--- src/rtl/block_serial_subtractor.sv ---
// Multi-cycle subtractor: diff = a - b - bin, one block_width slice per clock,
// LSB slice first, with the borrow carried between cycles in a register.
// Operands enter on a valid/ready handshake; the result leaves on another.
module block_serial_subtractor #(
    parameter int block_width = 4,
    parameter int width       = 32
) (
    input  logic             clk,
    input  logic             rst,
    input  logic             in_valid,
    output logic             in_ready,
    input  logic [width-1:0] a,
    input  logic [width-1:0] b,
    input  logic             bin,
    output logic             out_valid,
    input  logic             out_ready,
    output logic [width-1:0] diff,
    output logic             bout,
    output logic             zero,
    output logic             overflow
);

    localparam int block_num = width / block_width;
    localparam int cnt_w     = (block_num > 1) ? $clog2(block_num) : 1;
    localparam logic [cnt_w-1:0] last_slice = cnt_w'(block_num - 1);

    // A width that is not a whole number of slices cannot be processed.
    if (width % block_width != 0) begin : g_bad_block_width
        $error("block_width must divide width exactly");
    end

    typedef enum logic [1:0] {
        IDLE,
        BUSY,
        DONE
    } state_t;

    state_t               state_q, state_d;
    logic [width-1:0]     a_q, a_d;
    logic [width-1:0]     b_q, b_d;
    logic                 borrow_q, borrow_d;
    logic [cnt_w-1:0]     cnt_q, cnt_d;
    logic [width-1:0]     diff_q, diff_d;
    logic                 bout_q, bout_d;
    logic                 zero_q, zero_d;
    logic                 ovf_q, ovf_d;

    int                   slice_lo;
    logic [block_width:0] slice_res;

    // One extra bit of headroom turns the slice subtraction's MSB into the borrow.
    assign slice_lo  = int'(cnt_q) * block_width;
    assign slice_res = {1'b0, a_q[slice_lo +: block_width]}
                     - {1'b0, b_q[slice_lo +: block_width]}
                     - {{block_width{1'b0}}, borrow_q};

    // NOTE: in_ready is gated by rst directly so it drops the instant reset
    // asserts, not at the next edge.
    assign in_ready  = (state_q == IDLE) && !rst;
    assign out_valid = (state_q == DONE);
    assign diff      = diff_q;
    assign bout      = bout_q;
    assign zero      = zero_q;
    assign overflow  = ovf_q;

    // Next-state and datapath update for the IDLE -> BUSY -> DONE sequence.
    always_comb begin
        // NOTE: every target gets its hold value first so no path infers a latch.
        state_d  = state_q;
        a_d      = a_q;
        b_d      = b_q;
        borrow_d = borrow_q;
        cnt_d    = cnt_q;
        diff_d   = diff_q;
        bout_d   = bout_q;
        zero_d   = zero_q;
        ovf_d    = ovf_q;

        case (state_q)
            IDLE: begin
                if (in_valid && in_ready) begin
                    a_d      = a;
                    b_d      = b;
                    borrow_d = bin;
                    cnt_d    = '0;
                    state_d  = BUSY;
                end
            end

            BUSY: begin
                diff_d[slice_lo +: block_width] = slice_res[block_width-1:0];
                borrow_d = slice_res[block_width];
                cnt_d    = cnt_q + cnt_w'(1);
                if (cnt_q == last_slice) begin
                    state_d = DONE;
                    cnt_d   = '0;
                    bout_d  = slice_res[block_width];
                    zero_d  = (diff_d == '0);
                    ovf_d   = (a_q[width-1] != b_q[width-1])
                           && (diff_d[width-1] != a_q[width-1]);
                end
            end

            DONE: begin
                if (out_ready) begin
                    state_d = IDLE;
                end
            end

            default: state_d = IDLE;
        endcase
    end

    // State and datapath registers; reset aborts any operation in flight.
    always_ff @(posedge clk or posedge rst) begin
        if (rst) begin
            state_q  <= IDLE;
            a_q      <= '0;
            b_q      <= '0;
            borrow_q <= 1'b0;
            cnt_q    <= '0;
            diff_q   <= '0;
            bout_q   <= 1'b0;
            zero_q   <= 1'b0;
            ovf_q    <= 1'b0;
        end else begin
            // NOTE: non-blocking so every register samples pre-edge values.
            state_q  <= state_d;
            a_q      <= a_d;
            b_q      <= b_d;
            borrow_q <= borrow_d;
            cnt_q    <= cnt_d;
            diff_q   <= diff_d;
            bout_q   <= bout_d;
            zero_q   <= zero_d;
            ovf_q    <= ovf_d;
        end
    end

endmodule

--- config.mk ---
export PLATFORM = sky130hd
export DESIGN_NAME = block_serial_subtractor
export DESIGN_NICKNAME = d
export VERILOG_FILES = /design/src/rtl/block_serial_subtractor.sv
export SDC_FILE = /design/constraint.sdc
export NUM_CORES = 1
export LEC_CHECK = 0
export CAP_MARGIN = 20
export CORE_ASPECT_RATIO = 0.8
export CORE_MARGIN = 1.5
export CORE_UTILIZATION = 51
export DETAILED_ROUTE_END_ITERATION = 10
export GPL_TIMING_DRIVEN = 0
export PLACE_DENSITY = 0.81
export SYNTH_ARGS = -nofsm -noshare
export SYNTH_HDL_FRONTEND = slang
export SYNTH_SLANG_ARGS = --single-unit
export TNS_END_PERCENT = 20
--- constraint.sdc ---
create_clock -name clk -period 5 [get_ports clk]
set_input_delay 0.5 -clock clk [delete_from_list [all_inputs] [get_ports clk]]
set_output_delay 0.5 -clock clk [all_outputs]
set_load 0.01 [all_outputs]
# Word-level counts from Yosys, hierarchy flattened
# Index checks and enable logic that the tools add are counted.
dict set report totals {
  regBits 105
  input_bits 69
  output_inout_bits 37
}
dict set report classes {
  add_sub_neg 4
  eq_ne 8
  shifts 4
  muxes 10
  reduce_logical 11
}
# operator n
set ops {}
lappend ops {{$shiftx A32 B6 Y4} 2}
lappend ops {{$neg A5 Y33} 1}
lappend ops {{$shift A4 B33 Y32 const A} 1}
lappend ops {{$shiftx A4 B33 Y32} 1}
lappend ops {{$bwmux W32} 1}
lappend ops {{$logic_not A32 Y1} 1}
lappend ops {{$mux W2} 3}
lappend ops {{$mux W3} 2}
lappend ops {{$pmux W2 S3} 1}
lappend ops {{$pmux W3 S2} 1}
lappend ops {{$reduce_and A2 Y1} 3}
lappend ops {{$sub A4 B4 Y5} 1}
lappend ops {{$sub A5 B1 Y5} 1}
lappend ops {{$ne A2 B1 Y1 const B} 2}
lappend ops {{$add A3 B1 Y3 const B} 1}
lappend ops {{$eq A3 B3 Y1 const B} 1}
lappend ops {{$logic_and A1 B1 Y1} 3}
lappend ops {{$reduce_and A3 Y1} 1}
lappend ops {{$eq A2 B1 Y1 const B} 1}
lappend ops {{$eq A2 B2 Y1 const B} 1}
lappend ops {{$logic_not A2 Y1} 1}
lappend ops {{$ne A1 B1 Y1} 2}
lappend ops {{$ne A2 B2 Y1 const B} 1}
lappend ops {{$pmux W1 S2} 1}
lappend ops {{3 further kinds} 3}

# Longest topological paths before layout
# Gate-level depths: netlist of the first run.
dict set report depth {
  word_depth 7
  mapped_depth 15
  ltp_nobuf 12
}

# Least setup slack after synthesis of the first run
# No wires, ideal clock.
dict set report synth_timing {
  path_type {register to register}
  from {reg cnt_q[0]}
  to {reg zero_q (netlist: zero)}
  setup_time_ns 0.092
  t_arrival_ns 3.513
  slack_ns 1.395
  stages_incl_launch_ff 14
  n_path_buf 4
  path_cell_list {dfrtp_1 -> buf_2 -> buf_2 -> buf_2 -> mux4_2 -> mux2i_1 -> fa_1 -> fa_1 -> clkbuf_1 -> o2111ai_1 -> o2111ai_1 -> nor4_1 -> nand4_1 -> o31ai_2}
}
dict set report synth_between {
  elab_chain_cells 6
}
# element line_no
set synth_lines {}
lappend synth_lines {{from (decl)} 42} ;# logic [cnt_w-1:0] cnt_q, cnt_d;
lappend synth_lines {{from (signal assigned)} 132} ;# cnt_q <= cnt_d;
lappend synth_lines {{$shiftx A32 B6 Y4, on equally long branches} {53, 54}}
lappend synth_lines {{$sub A4 B4 Y5} 54} ;# - {1'b0, b_q[slice_lo +: block_width]}
lappend synth_lines {{$sub A5 B1 Y5} 55} ;# - {{block_width{1'b0}}, borrow_q};
lappend synth_lines {{$shiftx A4 B33 Y32} 91} ;# diff_d[slice_lo +: block_width] = slice_res[block_width-1:0];
lappend synth_lines {{$bwmux W32} 91}
lappend synth_lines {{$logic_not A32 Y1} 98} ;# zero_d = (diff_d == '0);
lappend synth_lines {{to (signal assigned)} 135} ;# zero_q <= zero_d;
lappend synth_lines {{to (decl)} 45} ;# logic zero_q, zero_d;
# Parallel ways exist; a longest one is shown, timed or not.
# A chain may end at the register's enable or synchronous reset.

# Final worst setup path of the first run
dict set report layout_timing {
  from {reg cnt_q[1]}
  to {reg zero_q (netlist: zero)}
}
# Same word-level chain as after synthesis.

==> results of run 1 <==
[cell usage in the layout (no fill, tap or decap), types with 4 or more instances in the layout]
master,instances
nand2_1,239
dfrtp_1,105
clkdlybuf4s50_1,105
o21ai_0,25
clkbuf_1,23
mux2_2,17
mux4_2,16
inv_1,13
nor2_1,12
ha_1,11
nand2b_1,9
clkbuf_16,9
nand3_1,8
mux2i_1,8
o31ai_1,6
nor2b_1,5
buf_2,5
o32ai_1,5
o2111ai_1,5
nor3_1,4
a21oi_1,4
nand4_1,4
[path summary, 6_finish.rpt]
path | startpoint | to | slack (ps) | cells after the start
max | cnt_q[1] | zero | 480 | 11
min | a_q[16] | a_q[16] | 470 | 2
min reg2reg | a_q[16] | a_q[16] | 470 | 2
max in group asynchronous | rst | diff[2] | 3640 | 3
min in group asynchronous | rst | a_q[17] | 640 | 2
max reg2reg | cnt_q[1] | zero | 480 | 11
[sequential cells by signal (all words and copies together) (netlist names)]
signal,count
a_q,32
b_q,32
borrow_q,1
bout,1
cnt_q,3
diff,32
overflow,1
state_q,2
zero,1
[power groups by stage]
stage | combinational (mW) | sequential, mW | clock [mW]
final | 3.36 | 1.49 | 0.813
after global routing | 3.68 | 1.53 | 0.855
after CTS | 3.32 | 1.48 | 0.818
after detailed placement | 3.30 | 1.49 | 0
after global placement | 3.24 | 1.46 | 0
after floorplan | 2.20 | 1.45 | 0
[layout make-up]
cell class              instances  share of cell area
plain buffers                  31              0.0187
clock buffers                  11              0.0348
clock inverters                 4              0.0142
inverters                      15             0.00843
multi-input cells             425               0.368
flip-flops and latches        105               0.377
well taps                     140              0.0251
repair buffers                106               0.155
[worst min-delay path, cell delays in order, from the launching register on]
cell and delay (ps):
dfrtp_1 340, nand2_1 50, nand2_1 50
[metal layers]
metal / track usage / part of all wire / vias to the layer above
met5: 0 / 0 / -
met4: 0.0620 / 0.0078 / 0
met3: 0.0646 / 0.080 / 13
met2: 0.462 / 0.46 / 179
met1: 0.405 / 0.45 / 2295
li1: - / - / 2184
[metrics by stage]
| stage | hold slack (ps) | power [mW] | util | setup slack (ps) |
|---|---|---|---|---|
| finish | 474 | 5.66 | 0.681 | 483 |
| global route | 497 | 6.07 | 0.681 | 192 |
| CTS | 475 | 5.62 | 0.681 | 505 |
| detailed placement | 458 | 4.79 | 0.648 | 532 |
| global placement | 453 | 4.70 | 0.645 | 318 |
| floorplan | 440 | 3.65 | - | 1400 |
[kinds of logic after synthesis]
kind of cell / after synthesis / share of synthesized area
xor gates and xnor gates: 3 / 0.00489
buffers and inverters: 46 / 0.0347
adders and majority gates: 13 / 0.0330
DFF: 105 / 0.488
AOI/OAI and AO/OA: 64 / 0.0809
muxes: 41 / 0.117
and+or+nand+nor: 304 / 0.241
==> results.sh, run 1 <==
export IMPL_yosysWarnings=0
export IMPL_power_density_nw_per_um2=812
export IMPL_seqPwrFrac=0.263
export IMPL_async_flop_share=1.00
export IMPL_fin_crit_sh=0.903
export IMPL_power_switching_mw=2.57
export IMPL_multi_input_area_um2=2560
export IMPL_start_kind="register"
export IMPL_core_rowCount=33
export IMPL_p_leak_nw=3.23
export IMPL_outcome="completed"
export IMPL_initial_utilization=0.525
export IMPL_drive_above_1_share=0.0875
export IMPL_synth_top_area_share=0.488
export IMPL_root_buffer="clkbuf_16"
export IMPL_area_delta_synth_final_pct=29.7
export IMPL_cpPeakStageDelay_ps=700
export IMPL_relSlewSlack=0.392
export IMPL_path_buf_inv=2
export IMPL_ios=106
export IMPL_core_um2=10200
export IMPL_fin_crit_ps=4520
export IMPL_place_area_um2=6640
export IMPL_clkPwrFrac=0.144
export IMPL_synth_cell_types=58
export IMPL_die_area_um2=11200
export IMPL_dr_total_vias=4671
export IMPL_cts_resized=0
export IMPL_synth_edff_count=0
export IMPL_ys_seq_area_frac=0.488
export IMPL_final_nets=775
export IMPL_drt_total_wl_um=15100
export IMPL_critPathMostFrequentCell="fa_1"
export IMPL_required_ps=5260
export IMPL_worstMarginPinSlew_ps=910
export IMPL_fmax_ghz=0.221
export IMPL_insertion_delay_ps=350
export IMPL_cts_setup_buffers=0
export IMPL_yosysMostFrequentCell="nand2_1"
export IMPL_synth_main_ff_cell="dfrtp_1"
export IMPL_syn_inst=576
export IMPL_antenna_found_initial=0
export IMPL_finClkSkew_ps=8.93
export IMPL_drt_iter0_markers=481
export IMPL_grt_ovfl_total=0
export IMPL_synth_seq_cells=105
export IMPL_die_width_um=118
export IMPL_p_int_mw=3.09
export IMPL_clkTransAtPathRegs_ps=70
export IMPL_rsz0062_at_grt="no"
export IMPL_criticalPathCategory="reg2reg"
export IMPL_fillers=843
export IMPL_synth_common_cells="nand2_1 (239), dfrtp_1 (105), o21ai_0 (25)"
export IMPL_grt_pass1_wl_um=24600
export IMPL_routabilityCongestion=0.944
export IMPL_slew_violations=0
export IMPL_yosysTopAreaCell="dfrtp_1"
export IMPL_crit_fanout=10
export IMPL_setup_violations=0
export IMPL_wl_per_cell_um=18.0
export IMPL_antenna_left=0
export IMPL_grt_max_degree=64
export IMPL_cap_violations=0
export IMPL_seq_area_um2=2630
export IMPL_dp_hpwl_um=11200
export IMPL_syn_area_per_cell_um2=9.34
export IMPL_switching_share=0.454
export IMPL_cp_end_kind="register"
export IMPL_cts_buffer_depth=2
export IMPL_grt_pass1_vias=4713
export IMPL_drc=0
export IMPL_synthTopCellsByArea="dfrtp_1 (49%), nand2_1 (17%), mux4_2 (6.7%), mux2_2 (3.6%), ha_1 (2.6%)"
export IMPL_portBuffers=105
export IMPL_arrival_ps=4770
export IMPL_hold_viol_final=0
export IMPL_critPathSlowestCell="xnor2_1"
export IMPL_cts_hold_buf=0
export IMPL_synth_area_um2=5380
export IMPL_num_antenna_cells=0
export IMPL_syn_num_nets=658
export IMPL_fin_tns_setup_ps=0
export IMPL_cts_made_buffers=9
export IMPL_htree_levels=3
export IMPL_max_vdd_ir_drop_mv=0.674
export IMPL_finalInstanceArea_um2=6980
export IMPL_placed_cells=822
export IMPL_crit_family="buffers and inverters"
export IMPL_layoutNonFillerInstCount=837
export IMPL_cts_tree="done"
export IMPL_p_comb_frac=0.594
export IMPL_grtUsageTotal=0.288
export IMPL_first_pass_iters=5
export IMPL_vias_per_cell=5.58
export IMPL_path_cells="buf_2, buf_1, mux4_2, mux2i_1, fa_1, fa_1, xnor2_1, nor2_1, o32ai_1, nand4_1, o31ai_2"
export IMPL_clock_sinks=105
export IMPL_die_h_um=94.9
export IMPL_hold_path_class="reg2reg"
Note: power is estimated with default switching activity, not from simulation.
==> run 2: changes to the inputs <==
--- a/config.mk
+++ b/config.mk
@@ -5,7 +5,6 @@
 export SDC_FILE = /design/constraint.sdc
 export NUM_CORES = 1
 export LEC_CHECK = 0
-export CAP_MARGIN = 20
 export CORE_ASPECT_RATIO = 0.8
 export CORE_MARGIN = 1.5
 export CORE_UTILIZATION = 51
==> results.sh, run 2 (synthesized netlist as in run 1, its figures left out) <==
export IMPL_path_cells="buf_2, buf_1, mux4_2, mux2i_1, fa_1, fa_1, xnor2_1, nor2_1, o32ai_1, nand4_1, o31ai_2"
export IMPL_num_antenna_cells=0
export IMPL_die_width_um=118
export IMPL_max_vdd_ir_drop_mv=0.674
export IMPL_final_nets=775
export IMPL_fmax_ghz=0.221
export IMPL_finClkSkew_ps=8.93
export IMPL_drive_above_1_share=0.0875
export IMPL_worstMarginPinSlew_ps=910
export IMPL_pre_cts_slack_ps=532
export IMPL_cp_end_kind="register"
export IMPL_cts_buffer_depth=2
export IMPL_reg2reg_slack_ps=480
export IMPL_ios=106
export IMPL_final_cell_mix="nand2_1 (239), dfrtp_1 (105), clkdlybuf4s50_1 (105)"
export IMPL_use_met3=0.0646
export IMPL_core_rowCount=33
export IMPL_cts_setup_buffers=0
export IMPL_die_area_um2=11200
export IMPL_drt_iter0_markers=481
export IMPL_dp_hpwl_um=11200
export IMPL_hp_start="a_q[16]"
export IMPL_drc=0
export IMPL_cts_hold_buf=0
export IMPL_outcome="completed"
export IMPL_min_delay_path_depth=2
export IMPL_relSlewSlack=0.392
export IMPL_vias_per_cell=5.58
export IMPL_layoutNonFillerInstCount=837
export IMPL_insertion_delay_ps=350
export IMPL_rsz0062_at_grt="no"
export IMPL_layout_commonest_cell="nand2_1"
export IMPL_die_h_um=94.9
export IMPL_met2_usage=0.462
export IMPL_r2r_end="zero"
export IMPL_reg2reg_depth=11
export IMPL_grtUsageTotal=0.288
export IMPL_p_leak_nw=3.23
export IMPL_routabilityCongestion=0.944
export IMPL_setup_slack_ps=483
export IMPL_grt_pass1_vias=4713
export IMPL_cts_resized=0
export IMPL_crit_fanout=10
export IMPL_cts_made_buffers=9
export IMPL_fin_crit_ps=4520
export IMPL_wl_per_cell_um=18.0
export IMPL_fin_tns_setup_ps=0
export IMPL_cts_tree="done"
export IMPL_timing_rr_start="cnt_q[1]"
export IMPL_antenna_left=0
export IMPL_placed_cells=822
export IMPL_clock_sinks=105
export IMPL_arrival_ps=4770
export IMPL_critPathMostFrequentCell="fa_1"
export IMPL_start_kind="register"
export IMPL_dr_total_vias=4671
export IMPL_core_um2=10200
export IMPL_area_delta_synth_final_pct=29.7
export IMPL_slew_violations=0
export IMPL_hold_path_class="reg2reg"
export IMPL_clkTransAtPathRegs_ps=70
export IMPL_grt_ovfl_total=0
export IMPL_critPathSlowestCell="xnor2_1"
export IMPL_hold_end="a_q[16]"
export IMPL_power_density_nw_per_um2=812
export IMPL_fin_crit_sh=0.903
export IMPL_busiest_layer="met2"
export IMPL_antenna_found_initial=0
export IMPL_drt_total_wl_um=15100
export IMPL_setup_violations=0
export IMPL_criticalPathCategory="reg2reg"
export IMPL_portBuffers=105
export IMPL_htree_levels=3
export IMPL_grt_use_met1=0.405
export IMPL_first_pass_iters=5
export IMPL_grt_max_degree=64
export IMPL_root_buffer="clkbuf_16"
export IMPL_hold_viol_final=0
export IMPL_initial_utilization=0.525
export IMPL_grt_pass1_wl_um=24600
export IMPL_whs_ps=474
export IMPL_required_ps=5260
export IMPL_cpPeakStageDelay_ps=700
export IMPL_cap_violations=0
==> run 2: cell counts in the layout (fill, tap and decap cells not counted) <==
No cell type changed its count.
==> run 2: routing by layer <==
metal / vias up / wire, um / share of wire
met5: - / 0 / 0
met4: 0 / 117 / 0.0078
met3: 13 / 1210 / 0.080
met2: 179 / 6940 / 0.46
met1: 2295 / 6790 / 0.45
li1: 2184 / - / -
==> run 2: worst max path at each step <==
stage | to | cells past startpoint | start | slack (ps)
floorplan | zero | 13 | cnt_q[0] | 1400
global placement | diff[29] | 2 | rst | 320
detailed placement | zero | 11 | cnt_q[1] | 530
CTS | zero | 11 | cnt_q[1] | 510
global route | zero | 11 | cnt_q[1] | 190
finish | zero | 11 | cnt_q[1] | 480
==> run 2: final cells by class <==
cell class,instances,area (um2)
clock inverter,4,98.8
buffer,31,130
sequential,105,2630
tap,140,175
timing repair buffer,106,1080
inverter,15,58.8
multi-input combinational,425,2560
fill,843,3260
clock buffer,11,243
==> run 2: critical path, delay by kind of cell, from the launching register on <==
kind	cells	cell delay, ps
AO/OA/AOI/OAI	2	510
XOR/XNOR	1	700
adder cells (fa/ha/maj)	2	920
buffers and inverters	2	930
flip-flops	1	490
multiplexers	2	470
AND/OR/NAND/NOR	2	400
==> run 2: where the power goes <==
part           total [mW]  leakage (nW)  switching (mW)  internal, mW
registers            1.49          1.34           0.258          1.23
logic                3.36          1.72            2.00          1.36
clock network       0.813         0.166           0.311         0.503
==> run 2: metrics by stage <==
stage | utilization | power (mW) | instance area (um2)
floorplan | - | 3.65 | 5380
global placement | 0.645 | 4.70 | 6610
detailed placement | 0.648 | 4.79 | 6640
CTS | 0.681 | 5.62 | 6980
global route | 0.681 | 6.07 | 6980
finish | 0.681 | 5.66 | 6980
==> RTL edit 1 (config.mk and constraints of run 2) <==
`width`: 32 -> 64.
--- a/src/rtl/block_serial_subtractor.sv
+++ b/src/rtl/block_serial_subtractor.sv
@@ -5,3 +5,3 @@
     parameter int block_width = 4,
-    parameter int width       = 32
+    parameter int width       = 64
 ) (
Interface: changed (resized a, b and diff); port bits go from 106 to 202. No check against the original RTL was run, so the function may have changed too.
==> RTL edit 1 against run 2 <==
- sequential cell count rose by 97
- synthesized cell count increased by 33%
- die area rose by 81%
- cell area increased by 87%
- area after synthesis up 84%
- utilization is 0.60 points higher
- sequential share of layout area is 1.1 points higher
- first-iteration DRC count decreased by 7.9%
- via count is 58% higher
- wire length up 81%
- worst hold slack lost 0.012 ns
- worst setup slack lost 0.23 ns
- power rose by 81%
- final cell count is 51% higher
- largest cell class unchanged
- largest power group unchanged
==> RTL edit 1: results (changes against run 2) <==
- Worst Max-Slew Pin Slew: 0.820 ns (-0.0905 ns)
- Fillers: 1390 (+65%)
- Crit path largest cell delay: 0.53 ns (-0.17 ns)
- Crit path launch: cnt_q[0]
- Clock Skew: 0.0126 ns (+0.00372 ns)
- Placed cell area: 12300 µm² (+86%)
- Outcome: finished clean
- Worst path slowest cell: mux4_2
- Vias in the first global route: 7526 (+60%)
- Detailed Route Iter0 Violations: 443 (-7.9%)
- Non-Filler Instances: 1267 (+51%)
- Tmin final: 4.75 ns (+0.229 ns)
- Seq/Total Area, Yosys: 51.1% (+2.3 points)
- Worst R2R Path Depth: 15 (+4)
- Clk Latency, worst-skew pair: 0.51 ns (+0.16 ns)
- Internal power: 5.89 mW (+90%)
- Dominant cells by area after synthesis: dfrtp_1 51%, mux2_2 20%, mux4_2 8.9%
- Top post-synthesis cells by count: 202 x dfrtp_1, 176 x mux2_2, 51 x nand2_1, 39 x mux4_2, 37 x nor2_1
- Synth Register Bits: 202 (+92%)
- CP top delay family: multiplexers
- Synth Net Count: 910 (+38%)
- Switching Share: 42.5% (-2.8 points)
- Worst endpoint data arrival time: 5.13 ns (+0.36 ns)
- Global-route usage over all layers: 27.8% (-0.95 points)
- CTS buffer count: 21 (+12)
- Total vias in the final route: 7374 (+58%)
- Max VDD drop: 509 µV (-24%)
- Final GP Congestion: 0.929 (-1.6%)
- HPWL Detailed: 20.6 mm (+83%)
- Placed cells: 1230 (+50%)
- P_comb: 5.90 mW (+76%)
## RTL edit 1: layout make-up
type	count	area share [%]
Clock inverter	6	0.278
Multi-Input combinational cell	503	35.3
Sequential cell	202	38.8
Tap cell	258	2.48
Clock buffer	31	4.70
Inverter	16	0.489
Buffer	45	1.76
Timing Repair Buffer	206	16.2
## RTL edit 1: cells by family after synthesis
| family | share of synthesized area, % |
|---|---|
| flops | 51.1 |
| fa+ha+maj | 1.54 |
| simple gates | 8.90 |
| buf+inv | 2.43 |
| compound gates | 5.38 |
| mux | 30.2 |
| xor+xnor | 0.443 |
## RTL edit 1: metal layers
| metal | GRT usage, % | routed length, µm | up-vias |
|---|---|---|---|
| li1 | - | - | 3283 |
| met1 | 40.7 | 12300 | 3725 |
| met2 | 42.4 | 12200 | 324 |
| met3 | 6.34 | 2330 | 42 |
| met4 | 6.76 | 514 | 0 |
| met5 | 0 | 0 | - |
==> RTL edit 2 (settings of run 2) <==
Made on the original files. `a_q` and `b_q` no longer have a reset.
--- a/src/rtl/block_serial_subtractor.sv
+++ b/src/rtl/block_serial_subtractor.sv
@@ -117,4 +117,2 @@
             state_q  <= IDLE;
-            a_q      <= '0;
-            b_q      <= '0;
             borrow_q <= 1'b0;
@@ -128,4 +126,2 @@
             state_q  <= state_d;
-            a_q      <= a_d;
-            b_q      <= b_d;
             borrow_q <= borrow_d;
@@ -139,2 +135,7 @@
 
+    always_ff @(posedge clk) begin
+        a_q <= a_d;
+        b_q <= b_d;
+    end
+
 endmodule
Behaviour: no difference found for any inputs over 4 cycles, from zero or initial values and one cycle with rst high; that may be too few to reach the edited logic, so the function may still have changed.
==> RTL edit 2 against run 2 <==
- wire length decreased by 28%
- area after synthesis decreased by 9.1%
- die area decreased by 8.9%
- sequential cell count unchanged
- critical endpoint unchanged
- worst setup slack got worse by 0.011 ns
- cell area decreased by 7.9%
- combinational power decreased by 32%
- power decreased by 25%
==> RTL edit 2: results (changes against run 2) <==
- Outcome: finished clean
- CP top delay family: adder cells
- Top post-synthesis cells by count: 64 x edfxtp_1, 53 x nand2_1, 41 x dfrtp_1, 27 x o21ai_0, 14 x mux4_2
- Fraction of area in multi-input gates: 28.2% (-8.5 points)
- FFs w/ async S/R, synth: 39.0% (-61 points)
- CTS root buf: clkbuf_16
- Max VDD drop: 430 µV (-36%)
- Hold_ws: 0.485 ns (+0.0108 ns)
- Avg WL per Cell: 18.1 µm (+0.75%)
- Synth Register Bits: 105 (unchanged)
- Non-clock buffers, area share: 17.8% (+0.49 points)
- Post-synth top area share: 39.3% (-9.5 points)
- Share of cells above drive strength 1: 13.8% (+5.1 points)
- DR vias/cell: 5.72 (+2.5%)
- Min-delay src: overflow
- EDFF count, synth: 64 (+64)
- Vias in the first global route: 3493 (-26%)
- Worst endpoint data arrival time: 4.79 ns (+0.02 ns)
- Sequential cell area share: 45.9% (+8.2 points)
- Post-detailed-routing wire length: 10.9 mm (-28%)
- Seq/Total Area, Yosys: 60.3% (+11 points)
- Largest net degree at the start of global routing: 42 (-34%)
- Synth cell types: 61 (+5.2%)
- Pleak: 2.44 nW (-24%)
- Placed cells: 584 (-29%)
- Global-route usage over all layers: 22.9% (-5.9 points)
- Slew HR: 33.2% (-5.9 points)
- Clock Skew: 0.00559 ns (-0.00334 ns)
- Clock buffers and inverters, area share: 5.02% (+0.13 points)
- Final net count: 562 (-27%)
- Die area: 10200 µm² (-8.9%)
- Multi-input gate count: 230 (-46%)
- Buffers, non-clock: 120 (-12%)
- Logic inverters: 14 (-1)
- Fillers: 638 (-24%)
- Seq. cell area: 2950 µm² (+12%)
- Place WS: 0.448 ns (-0.0839 ns)
- Detailed Route Iter0 Violations: 209 (-57%)
- Synth Net Count: 445 (-32%)
- First-pass GRT wire length: 17.9 mm (-27%)
- Worst R2R Path Depth: 13 (+2)
- Worst reg2reg startpoint: cnt_q[0]
==> RTL edit 2: cell types whose count changed after synthesis, sizes merged, moves of 4 or more <==
cell | run 2 | this run
o2111ai | 5 | 1
edfxtp | 0 | 64
o32ai | 5 | 1
mux2 | 17 | 13
nand2 | 239 | 54
dfrtp | 105 | 41
clkbuf | 22 | 6
nor3 | 5 | 9
==> RTL edit 2: how the worst max path moves through the flow <==
| stage | startpoint | to | slack, ns | cells after the start |
|---|---|---|---|---|
| CTS | cnt_q[0] | zero | 0.43 | 13 |
| floorplan | cnt_q[0] | zero | 1.15 | 13 |
| global route | cnt_q[0] | zero | 0.14 | 13 |
| global placement | cnt_q[0] | zero | 0.53 | 13 |
| finish | cnt_q[0] | zero | 0.47 | 13 |
| detailed placement | cnt_q[0] | zero | 0.45 | 13 |
==> RTL edit 2: per-layer routing <==
layer / global-route usage, % / vias up / part of all wire [%] / wire, µm
li1: - / 1606 / - / -
met4: 6.43 / 0 / 1.5 / 160
met5: 0 / - / 0 / 0
met1: 31.7 / 1678 / 44 / 4790
met3: 4.50 / 12 / 6.4 / 700
met2: 37.3 / 137 / 48 / 5220
==> RTL edit 2: where the power goes <==
part	leakage, nW	switching (mW)	internal, mW
Sequential	1.13	0.130	1.11
Combinational	1.15	1.33	0.945
Clock	0.158	0.340	0.405
==> RTL edit 2: kinds of logic (layout without fill, tap and decap cells) <==
kind of cell	after synthesis	in the layout	synth area share, %
adders and majority gates	13	13	3.63
and+or+nand+nor	117	117	12.5
AOI/OAI and AO/OA	61	61	8.29
muxes	35	35	11.8
buffers and inverters	28	150	2.58
DFF	105	105	60.3
xor gates and xnor gates	4	4	0.870
==> RTL edit 2: worst min-delay path, cell delays in order (launching register included) <==
cell	delay [ns]
dfrtp_1	0.36
nand2_1	0.05
nand2_1	0.05
